### src/rtl/fifo_pkg.sv
// Shared async-FIFO helpers: Gray/binary conversion and default geometry.
package fifo_pkg;

    localparam int unsigned PTR_MAX_W = 32;
    localparam int unsigned FIFO_ADDR = 5;
    localparam int unsigned DEPTH     = 1 << FIFO_ADDR;

    // Width-independent: callers zero-extend their pointer into 32 bits
    // and truncate the result back, so one function serves any ADDR.
    function automatic logic [PTR_MAX_W-1:0] bin2gray(input logic [PTR_MAX_W-1:0] b);
        return b ^ (b >> 1);
    endfunction

    function automatic logic [PTR_MAX_W-1:0] gray2bin(input logic [PTR_MAX_W-1:0] g);
        logic [PTR_MAX_W-1:0] b;
        b = '0;
        for (int i = 0; i < PTR_MAX_W; i++) begin
            b[i] = ^(g >> i);
        end
        return b;
    endfunction

endpackage

### src/rtl/ptr_sync.sv
// Two-flop synchroniser for a Gray-coded pointer crossing clock domains.
module ptr_sync
    import fifo_pkg::*;
#(
    parameter int unsigned W = 6
) (
    input  logic         clk,
    input  logic         rst,
    input  logic [W-1:0] i_d,
    output logic [W-1:0] o_q
);

    logic [W-1:0] r_q1;
    logic [W-1:0] r_q2;

    // Metastability filter: only the second stage is consumed.
    always_ff @(posedge clk or posedge rst) begin
        if (rst) begin
            r_q1 <= '0;
            r_q2 <= '0;
        end else begin
            r_q1 <= i_d;
            r_q2 <= r_q1;
        end
    end

    assign o_q = r_q2;

endmodule

### src/rtl/fifo_rd_ptr_ctrl.sv
// Read-domain pointer, empty/almost-empty/level and underflow logic of the async FIFO.
module fifo_rd_ptr_ctrl
    import fifo_pkg::*;
#(
    parameter int unsigned ADDR     = 5,
    parameter int unsigned AE_LEVEL = 2
) (
    input  logic            rclk,
    input  logic            rrst,
    input  logic            rinc,
    input  logic [ADDR:0]   wptr_gray,
    output logic [ADDR-1:0] raddr,
    output logic [ADDR:0]   rptr_gray,
    output logic            rempty,
    output logic            ralmost_empty,
    output logic [ADDR:0]   rlevel,
    output logic            rd_err
);

    localparam int unsigned PW = ADDR + 1;

    logic [PW-1:0] r_bin;
    logic [PW-1:0] r_gray;
    logic          r_empty;
    logic          r_ae;
    logic [PW-1:0] r_level;
    logic          r_err;

    logic [PW-1:0] w_wq2;
    logic [PW-1:0] w_wq2_bin;
    logic          w_rd_fire;
    logic [PW-1:0] w_bin_next;
    logic [PW-1:0] w_gray_next;
    logic [PW-1:0] w_level_next;

    ptr_sync #(.W(PW)) u_wptr_sync (
        .clk (rclk),
        .rst (rrst),
        .i_d (wptr_gray),
        .o_q (w_wq2)
    );

    // Next-pointer and level arithmetic; wrap is implicit in the PW-bit width.
    always_comb begin
        w_wq2_bin    = PW'(gray2bin(PTR_MAX_W'(w_wq2)));
        w_rd_fire    = rinc & ~r_empty;
        w_bin_next   = r_bin + PW'(w_rd_fire);
        w_gray_next  = PW'(bin2gray(PTR_MAX_W'(w_bin_next)));
        w_level_next = w_wq2_bin - w_bin_next;
    end

    // Pointer and status registers; flags use the post-read pointer so the
    // last read sets empty on the same edge.
    always_ff @(posedge rclk or posedge rrst) begin
        if (rrst) begin
            r_bin   <= '0;
            r_gray  <= '0;
            r_empty <= 1'b1;
            r_ae    <= 1'b1;
            r_level <= '0;
            r_err   <= 1'b0;
        end else begin
            r_bin   <= w_bin_next;
            r_gray  <= w_gray_next;
            r_empty <= (w_gray_next == w_wq2);
            r_ae    <= (PTR_MAX_W'(w_level_next) <= PTR_MAX_W'(AE_LEVEL));
            r_level <= w_level_next;
            r_err   <= rinc & r_empty;
        end
    end

    assign raddr         = r_bin[ADDR-1:0];
    assign rptr_gray     = r_gray;
    assign rempty        = r_empty;
    assign ralmost_empty = r_ae;
    assign rlevel        = r_level;
    assign rd_err        = r_err;

endmodule
### config.mk
export PLATFORM = sky130hd
export DESIGN_NAME = fifo_rd_ptr_ctrl
export DESIGN_NICKNAME = d
export VERILOG_FILES = /design/src/rtl/fifo_pkg.sv /design/src/rtl/ptr_sync.sv /design/src/rtl/fifo_rd_ptr_ctrl.sv
export SDC_FILE = /design/constraint.sdc
export NUM_CORES = 1
export LEC_CHECK = 0
export ABC_CLOCK_PERIOD_IN_PS = 8790
export CAP_MARGIN = 0
export CORE_AREA = 2 2 54 56
export CTS_BUF_LIST = sky130_fd_sc_hd__clkbuf_2 sky130_fd_sc_hd__clkbuf_4 sky130_fd_sc_hd__clkbuf_8
export DETAILED_ROUTE_END_ITERATION = 16
export DIE_AREA = 0 0 56 58
export MAX_ROUTING_LAYER = met4
export PLACE_DENSITY = 0.82
export SYNTH_ARGS = -nofsm -noshare
export SYNTH_HDL_FRONTEND = slang
export SYNTH_SLANG_ARGS = --single-unit
### constraint.sdc
create_clock -name rclk -period 8.79 [get_ports rclk]
set_input_delay 1.758 -clock rclk [delete_from_list [all_inputs] [get_ports rclk]]
set_output_delay 1.758 -clock rclk [all_outputs]
set_load 0.03 [all_outputs]
==> results of run 1 <==
==> sequential cells by signal, indices dropped and copies added (netlist names) <==
register          cells
r_bin                 6
rlevel                6
rd_err                1
u_wptr_sync.o_q       6
rptr_gray             5
rempty                1
u_wptr_sync.r_q1      6
ralmost_empty         1
==> power by group through the flow <==
stage,logic [W],clock network (W),registers (W)
2_1_floorplan,0.000257,0,0.000308
3_3_place_gp,0.000473,0,0.000222
3_5_place_dp,0.000487,0,0.000225
4_1_cts,0.000489,0.0000946,0.000222
5_1_grt,0.000522,0.000102,0.000226
6_report,0.000486,0.0000904,0.000221
==> critical path: stages <==
cell and delay [ns]:
clkdlybuf4s50_1 0.41, nor2b_1 0.13, ha_1 0.19, ha_1 0.44, inv_1 0.08, ha_1 0.29
and2b_2 0.20, o21ai_1 0.26, o21ai_1 0.13, o21ai_1 0.17, a31oi_1 0.12, or3_4 0.38
a2111oi_2 0.36
==> cell usage in the layout, fill, tap and decap left out, drive strengths merged, types with 3 or more instances in the layout <==
| cell | n |
|---|---|
| o21ai | 5 |
| xnor2 | 17 |
| xor2 | 9 |
| clkbuf | 8 |
| inv | 10 |
| ha | 4 |
| o211ai | 3 |
| clkdlybuf4s50 | 28 |
| nand2 | 6 |
| nor3 | 3 |
| dfrtp | 30 |
| nand3 | 3 |
==> cell type report <==
class	instances	area (µm²)
clock buffer	8	66.31
fill	201	870.8
inverter	10	37.54
multi-input combinational	68	565.5
sequential	32	803.3
tap	31	38.79
timing repair buffer	28	280.3
==> stage by stage <==
step / power [W] / hold WS (ns)
floorplan: 0.0005652 / 0.3312
global placement: 0.0006950 / 0.3311
detailed placement: 0.0007120 / 0.3395
CTS: 0.0008057 / 0.3606
global route: 0.0008503 / 0.3640
finish: 0.0007973 / 0.3554
==> cells by family (layout without fill, tap and decap cells) <==
group	Yosys count	in the layout	synth area share, %
compound gates	15	15	7.890
simple gates	21	21	8.245
xor+xnor	26	26	18.26
buf+inv	11	46	3.014
mux	1	1	0.7092
fa+ha+maj	5	5	4.965
flops	32	32	56.91
==> routing by layer <==
metal / vias up / track usage (%)
li1: 434 / -
met1: 454 / 18.48
met2: 48 / 26.89
met3: 21 / 4.911
met4: 0 / 15.31
met5: - / -
==> worst min-delay path by stage <==
stage / startpoint / endpoint
floorplan: u_wptr_sync.r_q1[0]$_DFF_PP0_ / u_wptr_sync.o_q[0]$_DFF_PP0_
global placement: u_wptr_sync.r_q1[0]$_DFF_PP0_ / u_wptr_sync.o_q[0]$_DFF_PP0_
detailed placement: u_wptr_sync.r_q1[3]$_DFF_PP0_ / u_wptr_sync.o_q[3]$_DFF_PP0_
CTS: u_wptr_sync.r_q1[0]$_DFF_PP0_ / u_wptr_sync.o_q[0]$_DFF_PP0_
global route: u_wptr_sync.r_q1[3]$_DFF_PP0_ / u_wptr_sync.o_q[3]$_DFF_PP0_
finish: u_wptr_sync.r_q1[3]$_DFF_PP0_ / u_wptr_sync.o_q[3]$_DFF_PP0_
==> metrics.md, run 1 <==
| Metric | Value |
|---|---|
| Relative slew slack | 24.40% |
| Post-CTS Setup Repair Bufs | 0 |
| Worst Tran Pin Value | 1.133 ns |
| CTS Root Cell | clkbuf_4 |
| Synth area leader | dfrtp_1 |
| #FFs+latches synth | 32 |
| Mapped Cells | 111 |
| GRT overflow | 0 |
| Clock Latency Late Sink | 0.33 ns |
| Unrepaired setup endpoints after global routing | false |
| Pwr Density | 445.0 nW/µm² |
| Peak supply drop | 0.2597 mV |
| Largest net degree at the start of global routing | 33 |
| Core Box Area | 2663 µm² |
| R2R cell count | 12 |
| Avg Vias per Cell | 5.407 |
| TritonRoute pass-1 iters | 4 |
| Vias in the first global route | 897 |
| Final period util | 53.40% |
| Clock Tree Buf Depth | 2 |
| Clock Power Share | 11.3% |
| Hold Violations, Final | 0 |
| DR iter-0 viols | 38 |
| Worst setup startpoint | rinc |
| H-Tree Depth | 2 |
| Psw | 0.0003516 W |
| Routed vias | 957 |
| First-pass GRT wire length | 3912 µm |
| Initial antenna violation count | 0 |
| Uppermost layer routed | met4 |
| CTS resizes | 0 |
| EDFF count, synth | 0 |
| Die width | 56 µm |
| Area delta synth->final | 26.95% |
| # rows | 19 |
| Met3 WL | 162 µm |
| Final ANT Viol Nets | 0 |
| Total CTS buffers | 5 |
| Io pins | 29 |
| Share of power burned in registers | 27.8% |
| I/O Buffers | 28 |
| Sw Share | 44.10% |
| CTS Sinks | 32 |
| WS Path Type | in2reg |
| Reg2Reg Setup Slack | 5.27 ns |
| Placed instance area | 1725 µm² |
| Max Fanout on Critical Path | 7 |
| Synth Flop Type | dfrtp_1 |
| CTS tree | yes |
| Worst hold path type | reg2reg |
| Worst path arrival time | 4.93 ns |
| Vert. Die Dim | 58 µm |
| Internal power | 0.0004457 W |
| Worst setup margin | 4.096 ns |
| Status | finished clean |
| Final WL | 2305 µm |
| Commonest cells in the netlist | dfrtp_1, xnor2_1, inv_1, xor2_1, nand2_1 |
| Yosys top cell area share | 53.19% |
| DP Worst Slack | 3.753 ns |
| Reg2reg start | u_wptr_sync.o_q[5]$_DFF_PP0_ |
| GRT Overall Usage | 17.48% |
| Metal2 WL | 1098 µm |
| Avg Cell Area, Syn | 12.71 µm² |
| Starting Density | 53.01% |
| Post-layout net count | 159 |
| Dpl cells | 169 |
| Final core occ | 67.29% |
| Worst setup EP type | flop |
| Final TNS setup | 0 ns |
| Share of cells above drive strength 1 | 13.01% |
| Most frequent cell after synthesis | dfrtp_1 |
| Clock skew | 0.002572 ns |
| Capture point of the worst reg-to-reg path | ralmost_empty$_DFF_PP1_ |
| Max_cap viols | 0 |
| Hold Path Cell Cnt | 0 |
| Final Instance Area | 1792 µm² |
| Final Max Slew Viols | 0 |
| Post-synthesis sequential area ratio | 56.91% |
| Number of library cell types mapped by synthesis | 31 |
| Ant diodes | 0 |
| Placer Congestion | 0.8552 |
| Leakage power | 0.7879 nW |
| Fmax | 213.0 MHz |
| Worst-path clk slew | 0.09 ns |
| Finished Layout Cells | 177 |
| Post-route DRC | 0 |
| Fin crit period | 4.694 ns |
| Final Setup Violations | 0 |
| Area of the die | 3248 µm² |
| Worst path required time | 9.02 ns |
| Syn Nets | 125 |
| Wire per inst | 13.02 µm |
| Hold buffer count at cts | 0 |
| CP endpoint | ralmost_empty$_DFF_PP1_ |
| HPWL after DPL | 1814 µm |
| CP Launch Type | input port |
| Post-synth ARST share | 100.0% |
| Met1 WL | 898 µm |
| Combinational power share | 60.9% |
| Synth top area cells | dfrtp_1, xnor2_1, xor2_1 |
| Netlist Area Pre-Place | 1411 µm² |
| Ys Warns | 0 |
Note: power is estimated with default switching activity, not from simulation.
==> run 2, diff against run 1 <==
Settings changed: ABC_CLOCK_PERIOD_IN_PS 8790 to 4400, CORE_AREA 2 2 54 56 to 2 2 56 58, DIE_AREA 0 0 56 58 to 0 0 58 60, PLACE_DENSITY 0.82 to 0.77.
Clock period 8.79 ns to 4.4 ns, I/O delays scaled along.
==> run 2 against run 1 <==
Effect of this change:
- setup slack got worse by 3.6 ns
- worst hold slack gained 0.00093 ns
- global-route usage down 0.92 points
- cell area rose by 0.56%
- register-to-register slack got worse by 4.4 ns
- clock power up 95%
- cell count up 1.7%
- clock-buffer cell count did not move
- utilization fell by 5.2 points
- via count shrank 5.0%
==> metrics.md, run 2 (synthesized netlist as in run 1, its figures left out) <==
| Metric | Value |
|---|---|
| Status | finished clean |
| Area delta synth->final | 27.66% |
| Max Fanout on Critical Path | 7 (unchanged) |
| Max_cap viols | 0 (unchanged) |
| Most frequent cells in the layout | dfrtp_1, clkdlybuf4s50_1, xnor2_1 |
| CP Launch Type | input port |
| Fmax | 258.5 MHz |
| Clock skew | 0.004336 ns (+0.001764 ns) |
| Worst path arrival time | 4.08 ns (-0.85 ns) |
| Leakage power | 0.7927 nW (+0.61%) |
| Wire per inst | 12.87 µm (-1.2%) |
| Area of the die | 3480 µm² (+7.1%) |
| Unrepaired setup endpoints after global routing | false |
| GRT Overall Usage | 16.56% (-0.92 points) |
| TritonRoute pass-1 iters | 4 (unchanged) |
| WS Path Type | in2reg |
| Commonest non-fill, non-tap cell in the layout | dfrtp_1 |
| Io pins | 29 (unchanged) |
| Clock Tree Buf Depth | 2 (unchanged) |
| Worst hold path type | reg2reg |
| Placer Congestion | 0.8005 (-6.4%) |
| Die width | 58 µm (+3.6%) |
| Final TNS setup | 0 ns (unchanged) |
| Final WL | 2317 µm (+0.52%) |
| Initial antenna violation count | 0 (unchanged) |
| Relative slew slack | 30.53% (+6.1 points) |
| Uppermost layer routed | met4 |
| Avg Vias per Cell | 5.050 (-6.6%) |
| Routed vias | 909 (-5.0%) |
| CTS tree | yes |
| Final Max Slew Viols | 0 (unchanged) |
| Met1 WL | 1005 µm (+12%) |
| CTS resizes | 0 (unchanged) |
| DR iter-0 viols | 29 (-24%) |
| Vert. Die Dim | 60 µm (+3.4%) |
| HPWL after DPL | 1815 µm (about the same) |
| DP Worst Slack | 0.2147 ns (-3.538 ns) |
| Final ANT Viol Nets | 0 (unchanged) |
| Peak supply drop | 0.5503 mV (+110%) |
| Pwr Density | 885.3 nW/µm² (+99%) |
| Clock Latency Late Sink | 0.31 ns (-0.02 ns) |
| Fin crit period | 3.868 ns |
| Worst path required time | 4.61 ns (-4.41 ns) |
| Worst setup EP type | flop |
| CTS Root Cell | clkbuf_4 |
| Post-layout net count | 160 (+0.63%) |
| CTS Sinks | 32 (unchanged) |
| Ant diodes | 0 (unchanged) |
| Largest net degree at the start of global routing | 31 (-6.1%) |
| Core Box Area | 2903 µm² (+9.0%) |
| Worst-path clk slew | 0.09 ns (about the same) |
| Worst setup margin | 0.5319 ns (-3.564 ns) |
| GRT overflow | 0 (unchanged) |
| I/O Buffers | 28 (unchanged) |
| Total CTS buffers | 5 (unchanged) |
| # rows | 20 (+1) |
| Hold Violations, Final | 0 (unchanged) |
| First-pass GRT wire length | 3995 µm (+2.1%) |
| Post-CTS Setup Repair Bufs | 0 (unchanged) |
| Hold buffer count at cts | 0 (unchanged) |
| Vias in the first global route | 907 (+1.1%) |
| Post-route DRC | 0 (unchanged) |
| Final period util | 87.91% |
| Share of cells above drive strength 1 | 13.61% (+0.59 points) |
| Metal2 WL | 1123 µm (+2.3%) |
| Worst Tran Pin Value | 1.041 ns (-0.09184 ns) |
| Met3 WL | 149 µm (-8.0%) |
| Starting Density | 48.62% (-4.4 points) |
| H-Tree Depth | 2 (unchanged) |
| Final Setup Violations | 0 (unchanged) |
-- run 2: cell count changes in the layout (fill, tap and decap cells not counted) --
| cell | change |
|---|---|
| buf_4 | +1 |
-- run 2: final cells by class --
class / count / area, µm²
Sequential cell: 32 / 803.3
Timing Repair Buffer: 29 / 287.8
Multi-Input combinational cell: 68 / 565.5
Tap cell: 33 / 41.29
Fill cell: 234 / 1101
Inverter: 10 / 37.54
Clock buffer: 8 / 66.31
-- run 2: stage by stage --
| stage | area (µm²) | hold slack, ns | cells | total power [W] | util (%) |
|---|---|---|---|---|---|
| 5_1_grt | 1802 | 0.3625 | 180 | 0.001713 | 62.07 |
| 3_3_place_gp | 1735 | 0.3315 | 172 | 0.001397 | 59.78 |
| 2_1_floorplan | 1411 | 0.3312 | 111 | 0.001129 | - |
| 4_1_cts | 1802 | 0.3605 | 180 | 0.001611 | 62.07 |
| 3_5_place_dp | 1735 | 0.3396 | 172 | 0.001428 | 59.78 |
| 6_report | 1802 | 0.3563 | 180 | 0.001595 | 62.07 |
-- run 2: report_power, final --
part	total, W	internal, W	switching, W
Combinational	0.000976	0.000403	0.000572
Clock	0.000176	0.0000911	0.0000854
Sequential	0.000443	0.000395	0.0000477
Total	0.00160	0.000890	0.000705
-- run 2: worst max-delay path, stage by stage --
cell,delay (ns)
clkdlybuf4s50_1,0.41
nor2b_1,0.14
ha_1,0.20
ha_1,0.43
inv_1,0.07
ha_1,0.30
and2b_2,0.22
o21ai_1,0.27
o21ai_1,0.13
o21ai_1,0.17
a31oi_1,0.12
or3_4,0.38
a2111oi_2,0.36
-- run 2: per-layer routing --
metal  vias to the layer above  GRT usage [%]
met2                        37          27.76
met5                         -              -
met3                         7          4.545
met4                         0          6.977
met1                       429          18.79
li1                        436              -
-- run 2: final timing paths --
check	start	to	slack, ns	cells after the start
max reg2reg	u_wptr_sync.o_q[4]$_DFF_PP0_	ralmost_empty$_DFF_PP1_	0.85	12
min in group asynchronous	rrst	u_wptr_sync.o_q[1]$_DFF_PP0_	1.11	2
min reg2reg	u_wptr_sync.r_q1[2]$_DFF_PP0_	u_wptr_sync.o_q[2]$_DFF_PP0_	0.36	0
min	u_wptr_sync.r_q1[2]$_DFF_PP0_	u_wptr_sync.o_q[2]$_DFF_PP0_	0.36	0
max	rinc	ralmost_empty$_DFF_PP1_	0.53	13
max in group asynchronous	rrst	rlevel[5]$_DFF_PP0_	2.65	3
==> run 3, diff against run 2 <==
Settings changed: ABC_AREA from default to 1, CORE_AREA 2 2 56 58 to 2 2 58 60, DIE_AREA 0 0 58 60 to 0 0 60 62, PLACE_DENSITY 0.77 to 0.79.
==> run 3 against run 2 <==
Effect of this change:
- fmax is 37% higher
- worst hold slack better by 0.0034 ns
- setup slack better by 1.0 ns
- utilization is 1.6 points higher
- die area is 6.9% higher
- area after synthesis is 12% higher
- sequential cell count stayed put
- clock-buffer cell count is 1 lower
- global-route usage is 0.98 points higher
- clock power is 40% higher
- largest power group unchanged
==> metrics.md, run 3 <==
| Metric | Value |
|---|---|
| Status | finished clean |
| Vias in the first global route | 1065 (+17%) |
| Commonest non-fill, non-tap cell in the layout | nand2_1 |
| Yosys top cell area share | 47.43% (-5.8 points) |
| H-Tree Depth | 2 (unchanged) |
| Hold buffer count at cts | 0 (unchanged) |
| Bufs and invs on worst path | 3 (+1) |
| Final ANT Viol Nets | 0 (unchanged) |
| Worst setup EP type | flop |
| Area delta synth->final | 27.83% |
| Unrepaired setup endpoints after global routing | false |
| Routed vias | 1160 (+28%) |
| CTS resizes | 0 (unchanged) |
| First-pass GRT wire length | 4526 µm (+13%) |
| CP Cell Sequence | clkdlybuf4s50_1, inv_1, nor2_1, ha_1, ha_1, fa_1, inv_1, nand2_1, nand3_1, nor2_1, nand3_1, nor2_2 |
| Die width | 60 µm (+3.4%) |
| Final core occ | 63.64% (+1.6 points) |
| Clock Tree Buf Depth | 2 (unchanged) |
| Total CTS buffers | 5 (unchanged) |
| I/O Buffers | 28 (unchanged) |
| Peak supply drop | 0.2961 mV (-46%) |
| Core Box Area | 3179 µm² (+9.5%) |
| Clock skew | 0.008047 ns (+0.003711 ns) |
| Family with the most delay on the worst path | adder cells |
| Max_cap viols | 0 (unchanged) |
| Synth Flop Type | dfrtp_1 |
| CTS tree | yes |
| GRT Overall Usage | 17.54% (+0.98 points) |
| Largest net degree at the start of global routing | 33 (+6.5%) |
| Most frequent cells in the layout | nand2_1, dfrtp_1, clkdlybuf4s50_1 |
| Worst path required time | 4.67 ns (+0.06 ns) |
| Share of cells above drive strength 1 | 12.92% (-0.69 points) |
| CTS Root Cell | clkbuf_4 |
| Post-layout net count | 222 (+39%) |
| Relative slew slack | 74.51% (+44 points) |
| CP Launch Type | input port |
| Post-route DRC | 0 (unchanged) |
| Avg Cell Area, Syn | 9.202 µm² (-28%) |
| Ant diodes | 0 (unchanged) |
| Worst setup margin | 1.569 ns (+1.037 ns) |
| Final Max Slew Viols | 0 (unchanged) |
| #FFs+latches synth | 32 (unchanged) |
| Avg Vias per Cell | 4.549 (-9.9%) |
| Final Setup Violations | 0 (unchanged) |
| Final period util | 64.34% (-24 points) |
| Worst hold path type | reg2reg |
| Max Fanout on Critical Path | 5 (-2) |
| Initial antenna violation count | 0 (unchanged) |
| Netlist Area Pre-Place | 1583 µm² (+12%) |
| Synth top area cells | dfrtp_1, nand2_1, inv_1 |
| Fin crit period | 2.831 ns (-1.037 ns) |
| GRT overflow | 0 (unchanged) |
| Vert. Die Dim | 62 µm (+3.3%) |
| Final TNS setup | 0 ns (unchanged) |
| DR iter-0 viols | 48 (+66%) |
| Ys Warns | 0 (unchanged) |
| Clock Latency Late Sink | 0.33 ns (+0.02 ns) |
| Worst path arrival time | 3.10 ns (-0.98 ns) |
| DP Worst Slack | 1.226 ns (+1.011 ns) |
| Number of library cell types mapped by synthesis | 22 (-29%) |
| Placer Congestion | 0.8023 (+0.22%) |
| Fmax | 353.2 MHz (+37%) |
| Most frequent cell after synthesis | nand2_1 |
| # rows | 21 (+5.0%) |
| Power, Total | 0.001586 W (-0.55%) |
| Area of the die | 3720 µm² (+6.9%) |
| TritonRoute pass-1 iters | 4 (unchanged) |
| Syn Nets | 186 (+49%) |
| Pwr Density | 784.1 nW/µm² (-11%) |
| Post-CTS Setup Repair Bufs | 0 (unchanged) |
| Mapped Cells | 172 (+55%) |
| WS Path Type | in2reg |
| Synth area leader | dfrtp_1 |
| Multi-input logic area | 693.2 µm² (+23%) |
| HPWL after DPL | 2067 µm (+14%) |
| Critical-path top delay cell | fa_1 |
| Wire per inst | 10.27 µm (-20%) |
| Final hold slack | 0.3597 ns (+0.003393 ns) |
| Worst Tran Pin Value | 0.3823 ns (-0.6586 ns) |
| Io pins | 29 (unchanged) |
| Final WL | 2620 µm (+13%) |
| CTS Sinks | 32 (unchanged) |
| Post-synth ARST share | 100.0% (unchanged) |
| Filler cells | 292 (+25%) |
| Starting Density | 49.78% (+1.2 points) |
| Worst path max stage delay | 0.56 ns (+0.13 ns) |
| Register area | 803.3 µm² (unchanged) |
| Commonest cells in the netlist | nand2_1, dfrtp_1, inv_1, nand3_1, xor2_1 |
| Hold Violations, Final | 0 (unchanged) |
| Leakage power | 1.022 nW (+29%) |
| Post-synthesis sequential area ratio | 50.75% (-6.2 points) |
| EDFF count, synth | 0 (unchanged) |
| Worst-path clk slew | 0.10 ns (about the same) |
-- run 3: changes by cell type in the layout (fill, tap and decap cells not counted), sizes merged, moves of 3 or more --
| cell | delta |
|---|---|
| o21ai | -5 |
| nand3 | +14 |
| xnor2 | -11 |
| nor3 | -3 |
| o211ai | -3 |
| nor2 | +5 |
| nand2 | +59 |
| inv | +13 |
-- run 3: kinds of logic after synthesis --
group | after synthesis | synth area share, %
XOR/XNOR | 17 | 11.78
adder cells (fa/ha/maj) | 5 | 4.427
buffers and inverters | 23 | 5.455
flip-flops | 32 | 50.75
AND/OR/NAND/NOR | 93 | 26.80
AO/OA/AOI/OAI | 2 | 0.7904
-- run 3: layout make-up --
type,instances,share of cell area [%]
clock buffer,7,3.216
clock inverter,1,1.484
inverter,23,4.267
multi-input combinational,117,34.26
sequential,32,39.70
tap,46,2.845
timing repair buffer,29,14.22
-- run 3: power by group --
group,internal (W),switching (W),leakage [nW]
registers,0.000393,0.0000570,0.375
logic,0.000354,0.000537,0.596
clock network,0.000151,0.0000949,0.0515
total,0.000898,0.000689,1.02
-- run 3: path summary, 6_finish.rpt --
| path | from | endpoint | slack, ns | cells past startpoint |
|---|---|---|---|---|
| max | rinc | ralmost_empty$_DFF_PP1_ | 1.57 | 12 |
| min | u_wptr_sync.r_q1[5]$_DFF_PP0_ | u_wptr_sync.o_q[5]$_DFF_PP0_ | 0.36 | 0 |
| max reg2reg | u_wptr_sync.o_q[4]$_DFF_PP0_ | ralmost_empty$_DFF_PP1_ | 2.09 | 14 |
| min reg2reg | u_wptr_sync.r_q1[5]$_DFF_PP0_ | u_wptr_sync.o_q[5]$_DFF_PP0_ | 0.36 | 0 |
| max in group asynchronous | rrst | rempty$_DFF_PP1_ | 3.16 | 3 |
| min in group asynchronous | rrst | u_wptr_sync.o_q[1]$_DFF_PP0_ | 0.92 | 3 |
-- run 3: through the flow --
stage                     instance area (µm²)  std cells
after detailed placement                 1928        247
after CTS                                2023        255
after global routing                     2023        255
final                                    2023        255
after global placement                   1928        247
after floorplan                          1583        172
-- run 3: metal layers --
metal	wire, µm	track usage (%)
met1	1187	19.79
met2	1287	29.50
met3	105	5.590
met4	39	6.032
met5	0	-
